`src/rtl/rx_module_pkg.sv`:
```
// Shared definitions for the UART receiver: FSM encoding, frame width and
// derivation of the bit-period divider from clock and baud rate.
package rx_module_pkg;

  typedef enum logic [1:0] {
    ST_IDLE  = 2'd0,
    ST_START = 2'd1,
    ST_DATA  = 2'd2,
    ST_STOP  = 2'd3
  } rx_state_e;

  localparam int DATA_BITS = 8;
  localparam int BIT_IDX_W = $clog2(DATA_BITS);

  function automatic int calc_bps_div(input int clk_freq, input int baud);
    return clk_freq / baud;
  endfunction

  function automatic int calc_bps_half(input int clk_freq, input int baud);
    return calc_bps_div(clk_freq, baud) / 2;
  endfunction

endpackage

```
`src/rtl/rx_bps_module.sv`:
```
// Bit-period counter for the receiver: runs while Count_Sig is high and
// raises BPS_CLK for one cycle in the middle of each bit period.
module rx_bps_module
  import rx_module_pkg::*;
#(
  parameter int CLK_FREQ = 50000000,
  parameter int BAUD     = 9600
) (
  input  logic CLK,
  input  logic RSTn,
  input  logic Count_Sig,
  output logic BPS_CLK
);

  localparam int BPS_DIV  = calc_bps_div(CLK_FREQ, BAUD);
  localparam int BPS_HALF = calc_bps_half(CLK_FREQ, BAUD);
  localparam int CNT_W    = (BPS_DIV > 2) ? $clog2(BPS_DIV) : 1;

  localparam logic [CNT_W-1:0] CNT_MAX = CNT_W'(BPS_DIV - 1);
  localparam logic [CNT_W-1:0] CNT_MID = CNT_W'(BPS_HALF - 1);

  logic [CNT_W-1:0] r_cnt;

  // Counter is held at zero whenever the receiver is idle, so every frame
  // starts its timing from the detected falling edge.
  always_ff @(posedge CLK or negedge RSTn) begin
    if (!RSTn) begin
      r_cnt <= '0;
    end else if (!Count_Sig) begin
      r_cnt <= '0;
    end else if (r_cnt == CNT_MAX) begin
      r_cnt <= '0;
    end else begin
      r_cnt <= r_cnt + CNT_W'(1);
    end
  end

  assign BPS_CLK = Count_Sig & (r_cnt == CNT_MID);

endmodule

```
`src/rtl/rx_module.sv`:
```
// 8N1 UART receiver: input synchronizer, start/data/stop FSM, and a held
// output byte with valid/acknowledge handshake and error pulses.
module rx_module
  import rx_module_pkg::*;
#(
  parameter int CLK_FREQ = 50000000,
  parameter int BAUD     = 9600
) (
  input  logic                 CLK,
  input  logic                 RSTn,
  input  logic                 RX_Pin_In,
  input  logic                 en_RX,
  input  logic                 RX_Ack,
  output logic [DATA_BITS-1:0] RX_Data,
  output logic                 RX_Done_Sig,
  output logic                 RX_Valid,
  output logic                 Frame_Err,
  output logic                 Overrun_Err,
  output logic                 BPS_CLK
);

  localparam logic [BIT_IDX_W-1:0] LAST_IDX = BIT_IDX_W'(DATA_BITS - 1);

  logic                 r_sync1;
  logic                 r_sync2;
  logic                 r_sync_d;
  rx_state_e            r_state;
  rx_state_e            w_next_state;
  logic [BIT_IDX_W-1:0] r_bit_idx;
  logic [DATA_BITS-1:0] r_shift;
  logic [DATA_BITS-1:0] r_rx_data;
  logic                 r_rx_valid;
  logic                 r_done;
  logic                 r_frame_err;
  logic                 r_overrun;

  logic w_fall;
  logic w_count_sig;
  logic w_bps_clk;
  logic w_bit_clr;
  logic w_shift_en;
  logic w_good_frame;
  logic w_frame_err;

  // Two-flop synchronizer plus one delay stage for edge detection; idle-high reset.
  always_ff @(posedge CLK or negedge RSTn) begin
    if (!RSTn) begin
      r_sync1  <= 1'b1;
      r_sync2  <= 1'b1;
      r_sync_d <= 1'b1;
    end else begin
      r_sync1  <= RX_Pin_In;
      r_sync2  <= r_sync1;
      r_sync_d <= r_sync2;
    end
  end

  assign w_fall      = r_sync_d & ~r_sync2;
  assign w_count_sig = (r_state != ST_IDLE);

  rx_bps_module #(
    .CLK_FREQ (CLK_FREQ),
    .BAUD     (BAUD)
  ) u_bps (
    .CLK       (CLK),
    .RSTn      (RSTn),
    .Count_Sig (w_count_sig),
    .BPS_CLK   (w_bps_clk)
  );

  // FSM state register.
  always_ff @(posedge CLK or negedge RSTn) begin
    if (!RSTn) begin
      r_state <= ST_IDLE;
    end else begin
      r_state <= w_next_state;
    end
  end

  // Next-state and per-cycle strobes; a disabled receiver drops back to idle
  // without reporting anything about the partial frame.
  always_comb begin
    w_next_state = r_state;
    w_bit_clr    = 1'b0;
    w_shift_en   = 1'b0;
    w_good_frame = 1'b0;
    w_frame_err  = 1'b0;
    if (!en_RX) begin
      w_next_state = ST_IDLE;
    end else begin
      case (r_state)
        ST_IDLE: begin
          if (w_fall) begin
            w_next_state = ST_START;
          end else begin
            w_next_state = ST_IDLE;
          end
        end
        ST_START: begin
          if (w_bps_clk) begin
            w_bit_clr    = 1'b1;
            w_next_state = r_sync2 ? ST_IDLE : ST_DATA;
          end else begin
            w_next_state = ST_START;
          end
        end
        ST_DATA: begin
          if (w_bps_clk) begin
            w_shift_en   = 1'b1;
            w_next_state = (r_bit_idx == LAST_IDX) ? ST_STOP : ST_DATA;
          end else begin
            w_next_state = ST_DATA;
          end
        end
        ST_STOP: begin
          if (w_bps_clk) begin
            w_good_frame = r_sync2;
            w_frame_err  = ~r_sync2;
            w_next_state = ST_IDLE;
          end else begin
            w_next_state = ST_STOP;
          end
        end
        default: begin
          w_next_state = ST_IDLE;
        end
      endcase
    end
  end

  // Bit index and LSB-first shift register.
  always_ff @(posedge CLK or negedge RSTn) begin
    if (!RSTn) begin
      r_bit_idx <= '0;
      r_shift   <= '0;
    end else if (w_bit_clr) begin
      r_bit_idx <= '0;
    end else if (w_shift_en) begin
      r_bit_idx          <= r_bit_idx + BIT_IDX_W'(1);
      r_shift[r_bit_idx] <= r_sync2;
    end else begin
      r_bit_idx <= r_bit_idx;
    end
  end

  // Output byte, handshake and error pulses; a completing frame beats a
  // same-cycle acknowledge, and that acknowledge also suppresses overrun.
  always_ff @(posedge CLK or negedge RSTn) begin
    if (!RSTn) begin
      r_rx_data   <= '0;
      r_rx_valid  <= 1'b0;
      r_done      <= 1'b0;
      r_frame_err <= 1'b0;
      r_overrun   <= 1'b0;
    end else begin
      r_done      <= w_good_frame;
      r_frame_err <= w_frame_err;
      r_overrun   <= w_good_frame & r_rx_valid & ~RX_Ack;
      if (w_good_frame) begin
        r_rx_data  <= r_shift;
        r_rx_valid <= 1'b1;
      end else if (RX_Ack) begin
        r_rx_valid <= 1'b0;
      end else begin
        r_rx_valid <= r_rx_valid;
      end
    end
  end

  assign RX_Data     = r_rx_data;
  assign RX_Valid    = r_rx_valid;
  assign RX_Done_Sig = r_done;
  assign Frame_Err   = r_frame_err;
  assign Overrun_Err = r_overrun;
  assign BPS_CLK     = w_bps_clk;

endmodule

```
`config.mk`:
```
export PLATFORM = sky130hd
export DESIGN_NAME = rx_module
export DESIGN_NICKNAME = d
export VERILOG_FILES = /design/src/rtl/rx_module_pkg.sv /design/src/rtl/rx_bps_module.sv /design/src/rtl/rx_module.sv
export SDC_FILE = /design/constraint.sdc
export NUM_CORES = 1
export LEC_CHECK = 0
export CAP_MARGIN = 25
export CORE_MARGIN = 10
export CORE_UTILIZATION = 61
export DETAILED_ROUTE_END_ITERATION = 10
export HOLD_SLACK_MARGIN = 0.05
export PLACE_DENSITY = 0.95
export SLEW_MARGIN = 20
export SYNTH_ARGS = -nofsm -noshare
export SYNTH_HDL_FRONTEND = slang
export SYNTH_SLANG_ARGS = --single-unit
```
`constraint.sdc`:
```
create_clock -name CLK -period 3.12 [get_ports CLK]
set_input_delay 0.624 -clock CLK [delete_from_list [all_inputs] [get_ports CLK]]
set_output_delay 0.624 -clock CLK [all_outputs]
set_load 0.05 [all_outputs]
```
# Yosys cells after proc, flatten, opt, wreduce, memory -nomap -nowiden

Index checks and enable logic that the tools add are counted.

Flip-flop bits (word level): 41
Output and inout port bits: 13
Word-level logic and storage cells: 63

$add $sub $neg: 2
Magnitude comparators: 2
Equality and inequality tests: 6
Mux-type cells: 28
Bitwise logic cells: 7
Reductions and logical operators: 6

Operator list:

| kind                  | count |
|---|---|
| $mux 13               | 2 |
| $mux 1                | 17 |
| $add 13x1->13 const B | 1 |
| $eq 13x12->1 const B  | 1 |
| $eq 13x13->1 const B  | 1 |
| $bwmux 8              | 1 |
| $mux 2                | 4 |
| $pmux 2 s4            | 1 |
| $mux 3                | 2 |
| $reduce_bool 2->1     | 3 |
| $and 1x1->1           | 4 |
| $eq 2x2->1 const B    | 2 |
| $lt 3x4->1 const B    | 1 |
| $add 3x1->3 const B   | 1 |
| $demux 1 s3           | 1 |
| $eq 3x3->1 const B    | 1 |
| $ge 3x1->1 const B    | 1 |
| $not 1->1             | 3 |
| $eq 2x1->1 const B    | 1 |
| $logic_not 2->1       | 1 |
| $reduce_and 2->1      | 1 |
| $logic_and 1x1->1     | 1 |

# Depth between registers and ports, before layout

Word-level depth: 7
Depth in mapped cells: 6
Mapped depth without buffers: 5

# Cells and area by module

From an unflattened synthesis, not the netlist that was laid out.

Cells, all modules: 163
Area total of the unflattened synthesis: 1888.1 um2

Modules (own cells, without submodules):

| module        | times used | cells an instance | area an instance (um2) |
|---|---|---|---|
| rx_module     | 1          | 93                | 1197.4 |
| rx_bps_module | 1          | 70                | 690.7 |

# Worst setup path after synthesis

Ideal clock, no wire load.

Path type: register to output
Start: register u_bps.r_cnt[0]
End: output BPS_CLK
Arrival time: 1.598 ns
Required time: 2.496 ns
Path slack: 0.898 ns
Stages on the path, launching flop included: 5
Path buffers: 0
Path through: dfrtp_1 ha_1 and2_1 nand4_1 nor2_1

Word-level cells in the longest chain between the ends: 2

RTL lines:

| what                     | RTL line            | source |
|---|---|---|
| start: declaration       | rx_bps_module.sv:22 | `logic [CNT_W-1:0] r_cnt;` |
| start signal: assignment | rx_bps_module.sv:34 | `r_cnt <= r_cnt + CNT_W'(1);` |
| $eq 13x12->1             | rx_bps_module.sv:38 | `assign BPS_CLK = Count_Sig & (r_cnt == CNT_MID);` |
| $and 1x1->1              | rx_bps_module.sv:38 |  |
| end: declaration         | rx_module.sv:19     | `output logic BPS_CLK` |

No other way between the ends.

# Worst setup path in the final report

Same ends and word-level chain as after synthesis.

==> impl_metrics.csv <==
group,metric,value,unit
run_status,status,"finished clean",
place,gp_congestion,0.917,
floorplan,core_area,0.00308,mm^2
floorplan,die_area,0.00593,mm^2
critical_path,arrival,1.97,ns
logic_synthesis,synth_top_area_share,48.0,%
global_route,grtUsageTotal,12.2,%
logic_synthesis,synthesis.area,0.00198,mm^2
timing,drv_slew,0,
timing,grt_setup_unrepaired,"no",
power,leakagePower,1.03,nW
clock_network,cts_tree,"yes",
global_route,grt_max_degree,42,
floorplan,die_w,77,um
clock_network,clock_latency,0.34,ns
global_route,grt_pass1_wl,5910,um
clock_network,cts_buffers,5,
clock_network,cts-root-buf,"clkbuf_4",
timing,min_period,2.59,ns
place,dpl.hpwl,2520,um
floorplan,start_util,64.4,%
logic_synthesis,synth_seq_cells,41,
clock_network,clock_sinks,41,
clock_network,cts_hold_buf,0,
logic_synthesis,ys_warn_count,0,
timing,whs,0.363,ns
critical_path,slowest_stage,"dlymetal6s2s_1",
place,numPortBuffers,17,
critical_path,critPathKind,"reg2out",
min_path,hold_path_class,"reg2reg",
route,drc,0,
critical_path,crit_fanout,5,
route,dr.pass1.iters,4,
route,vias,1289,
route,drt_wl_total,3480,um
timing,slew_headroom,42.5,%
place,pre_cts_ws,0.493,ns
critical_path,end_kind,"output port",
logic_synthesis,syn-instance-count,166,
floorplan,ios,18,
route,ant_nets,0,
route,avgRoutedWirePerCell,15.4,um
clock_network,clkSlewWorstSetupHoldPaths,0.11,ns
critical_path,critPathBufInv,1,
global_route,grt_pass1_vias,1271,
power,peakVddDrop,0.278,mV
timing,fin_crit_sh,83.2,%
logic_synthesis,synth_area_leaders,"dfrtp_1 (48%), mux2_4 (6.1%), dfstp_2 (4.0%)",
cells_and_area,final_core_util,72.2,%
cells_and_area,drive_gt1_share,16.5,%
cells_and_area,area_growth,12.2,%
global_route,antenna_found_initial,0,
timing,max_freq,385,MHz
power,power,925,uW
timing,fin_setup_tns,0,ns
timing,setup_violations,0,
logic_synthesis,seq_area_frac_synth,52.0,%
job,drv_cap,0,
route,drt_iter0_drc,89,
power,cellPowerDensity,416,mW/mm^2
logic_synthesis,yosys.area.top_type,"dfrtp_1",
cells_and_area,diodes,0,
floorplan,rows,20,
critical_path,start_kind,"flip-flop",
critical_path,critPathRequiredTime,2.50,ns
floorplan,die_y,77,um
clock_network,cts_max_level,2,
logic_synthesis,avgSynthCellArea,11.9,um^2
cells_and_area,fin_nets,189,
critical_path,cp_top_family,"simple AND/OR/NAND/NOR gates",
timing,fin_worst_skew,0.00801,ns
logic_synthesis,yosys.cell_types.count,45,
global_route,grt_overflow,0,
logic_synthesis,synth_fp_nets,174,
timing,final-hold-violation-count,0,
timing,tightestPinTransition,0.863,ns
timing,setup_ws,0.525,ns
critical_path,crit_chain,"ha_1 -> and2_1 -> nand4_1 -> nor2_1 -> dlymetal6s2s_1",
clock_network,clk_path_buf_depth,2,
route,vias_per_cell,5.70,
critical_path,critPathMaxStageDelay,0.43,ns
[cell usage after synthesis (all sizes together)]
master	instances
mux2i	2
a41oi	2
dfstp	3
inv	3
nor2b	2
nand2b	1
nand3b	1
xor2	9
o2bb2ai	2
nand2	8
ha	3
and4b	2
or4b	1
nor4bb	1
dfrtp	38
nand4	8
nand3	5
clkbuf	3
nor3	1
a21o	1
nor4b	2
nand4b	4
buf	6
a32o	1
xnor2	1
and2	6
mux2	16
nor3b	1
or2	2
nor4	2
nor2	18
and3	3
o21ai	2
and4	4
a21oi	2
[area by class of cell]
type | instances | area, um^2
inverter | 3 | 11.3
sequential | 41 | 1030
clock buffer | 7 | 55.1
multi-input combinational | 113 | 875
timing repair buffer | 17 | 168
clock inverter | 1 | 30.0
tap | 44 | 55.1
fill | 222 | 855
[path summary, 6_finish.rpt]
| check | startpoint | endpoint | slack [ns] | cells past startpoint |
|---|---|---|---|---|
| worst max-delay path | u_bps.r_cnt[0] | BPS_CLK | 0.53 | 5 |
| worst min-delay path | r_sync1 | r_sync2 | 0.36 | 0 |
| worst max register to register | u_bps.r_cnt[3] | u_bps.r_cnt[8] | 1.10 | 3 |
| worst min register to register | r_sync1 | r_sync2 | 0.36 | 0 |
| max in group asynchronous | RSTn | u_bps.r_cnt[12] | 2.20 | 1 |
| min in group asynchronous | RSTn | RX_Data[3] | 0.38 | 1 |
[routing by layer]
layer	vias to the layer above	routed length [um]	GRT usage (%)
met4	0	79	6.02
met5	-	0	0
met2	32	1810	20.6
li1	620	-	-
met3	8	161	4.31
met1	629	1430	13.2
[timing repair]
action	4_1_cts	5_1_grt
setup endpoints to repair	0	1
setup buffers	0	0
endpoints found under the hold margin	0	0
resized for setup	0	1
[state kept, by name, summed over array words and instances, names as in the netlist, 2 cells and up]
name,cells
r_shift,8
RX_Data,8
r_bit_idx,3
r_state,2
u_bps.r_cnt,13
[metrics by stage]
step                      instance area, um^2  cells
after floorplan                          1980    166
after global placement                   2140    218
after detailed placement                 2140    218
after CTS                                2220    226
after global routing                     2220    226
final                                    2220    226
[power breakdown]
group	switching, mW	internal (mW)
clock	0.163	0.191
combinational	0.0197	0.00806
sequential	0.00611	0.537
[placed cells by master (no fill, tap or decap), types with 3 or more instances in the layout]
| master | synthesis | routed |
|---|---|---|
| dfrtp_1 | 38 | 38 |
| nand2_1 | 8 | 8 |
| dfstp_2 | 3 | 3 |
| inv_1 | 3 | 3 |
| mux2_4 | 8 | 8 |
| mux2_1 | 4 | 4 |
| and3_1 | 3 | 3 |
| xor2_1 | 9 | 9 |
| ha_1 | 3 | 3 |
| nand4b_1 | 4 | 4 |
| mux2_2 | 4 | 4 |
| nand4_1 | 8 | 8 |
| clkdlybuf4s50_1 | 0 | 15 |
| nand3_1 | 5 | 5 |
| and2_1 | 6 | 6 |
| clkbuf_4 | 0 | 5 |
| nor2_1 | 18 | 18 |
[cells by family (layout without fill, tap and decap cells)]
family	Yosys count	in the layout	synth area share, %
and+or+nand+nor	72	72	22.5
DFF	41	41	52.0
muxes	18	18	11.6
buffers and inverters	12	28	3.91
AOI/OAI and AO/OA	10	10	3.66
xor gates and xnor gates	10	10	4.42
adders and majority gates	3	3	1.89
No activity file was read; power rests on OpenSTA's default activity.
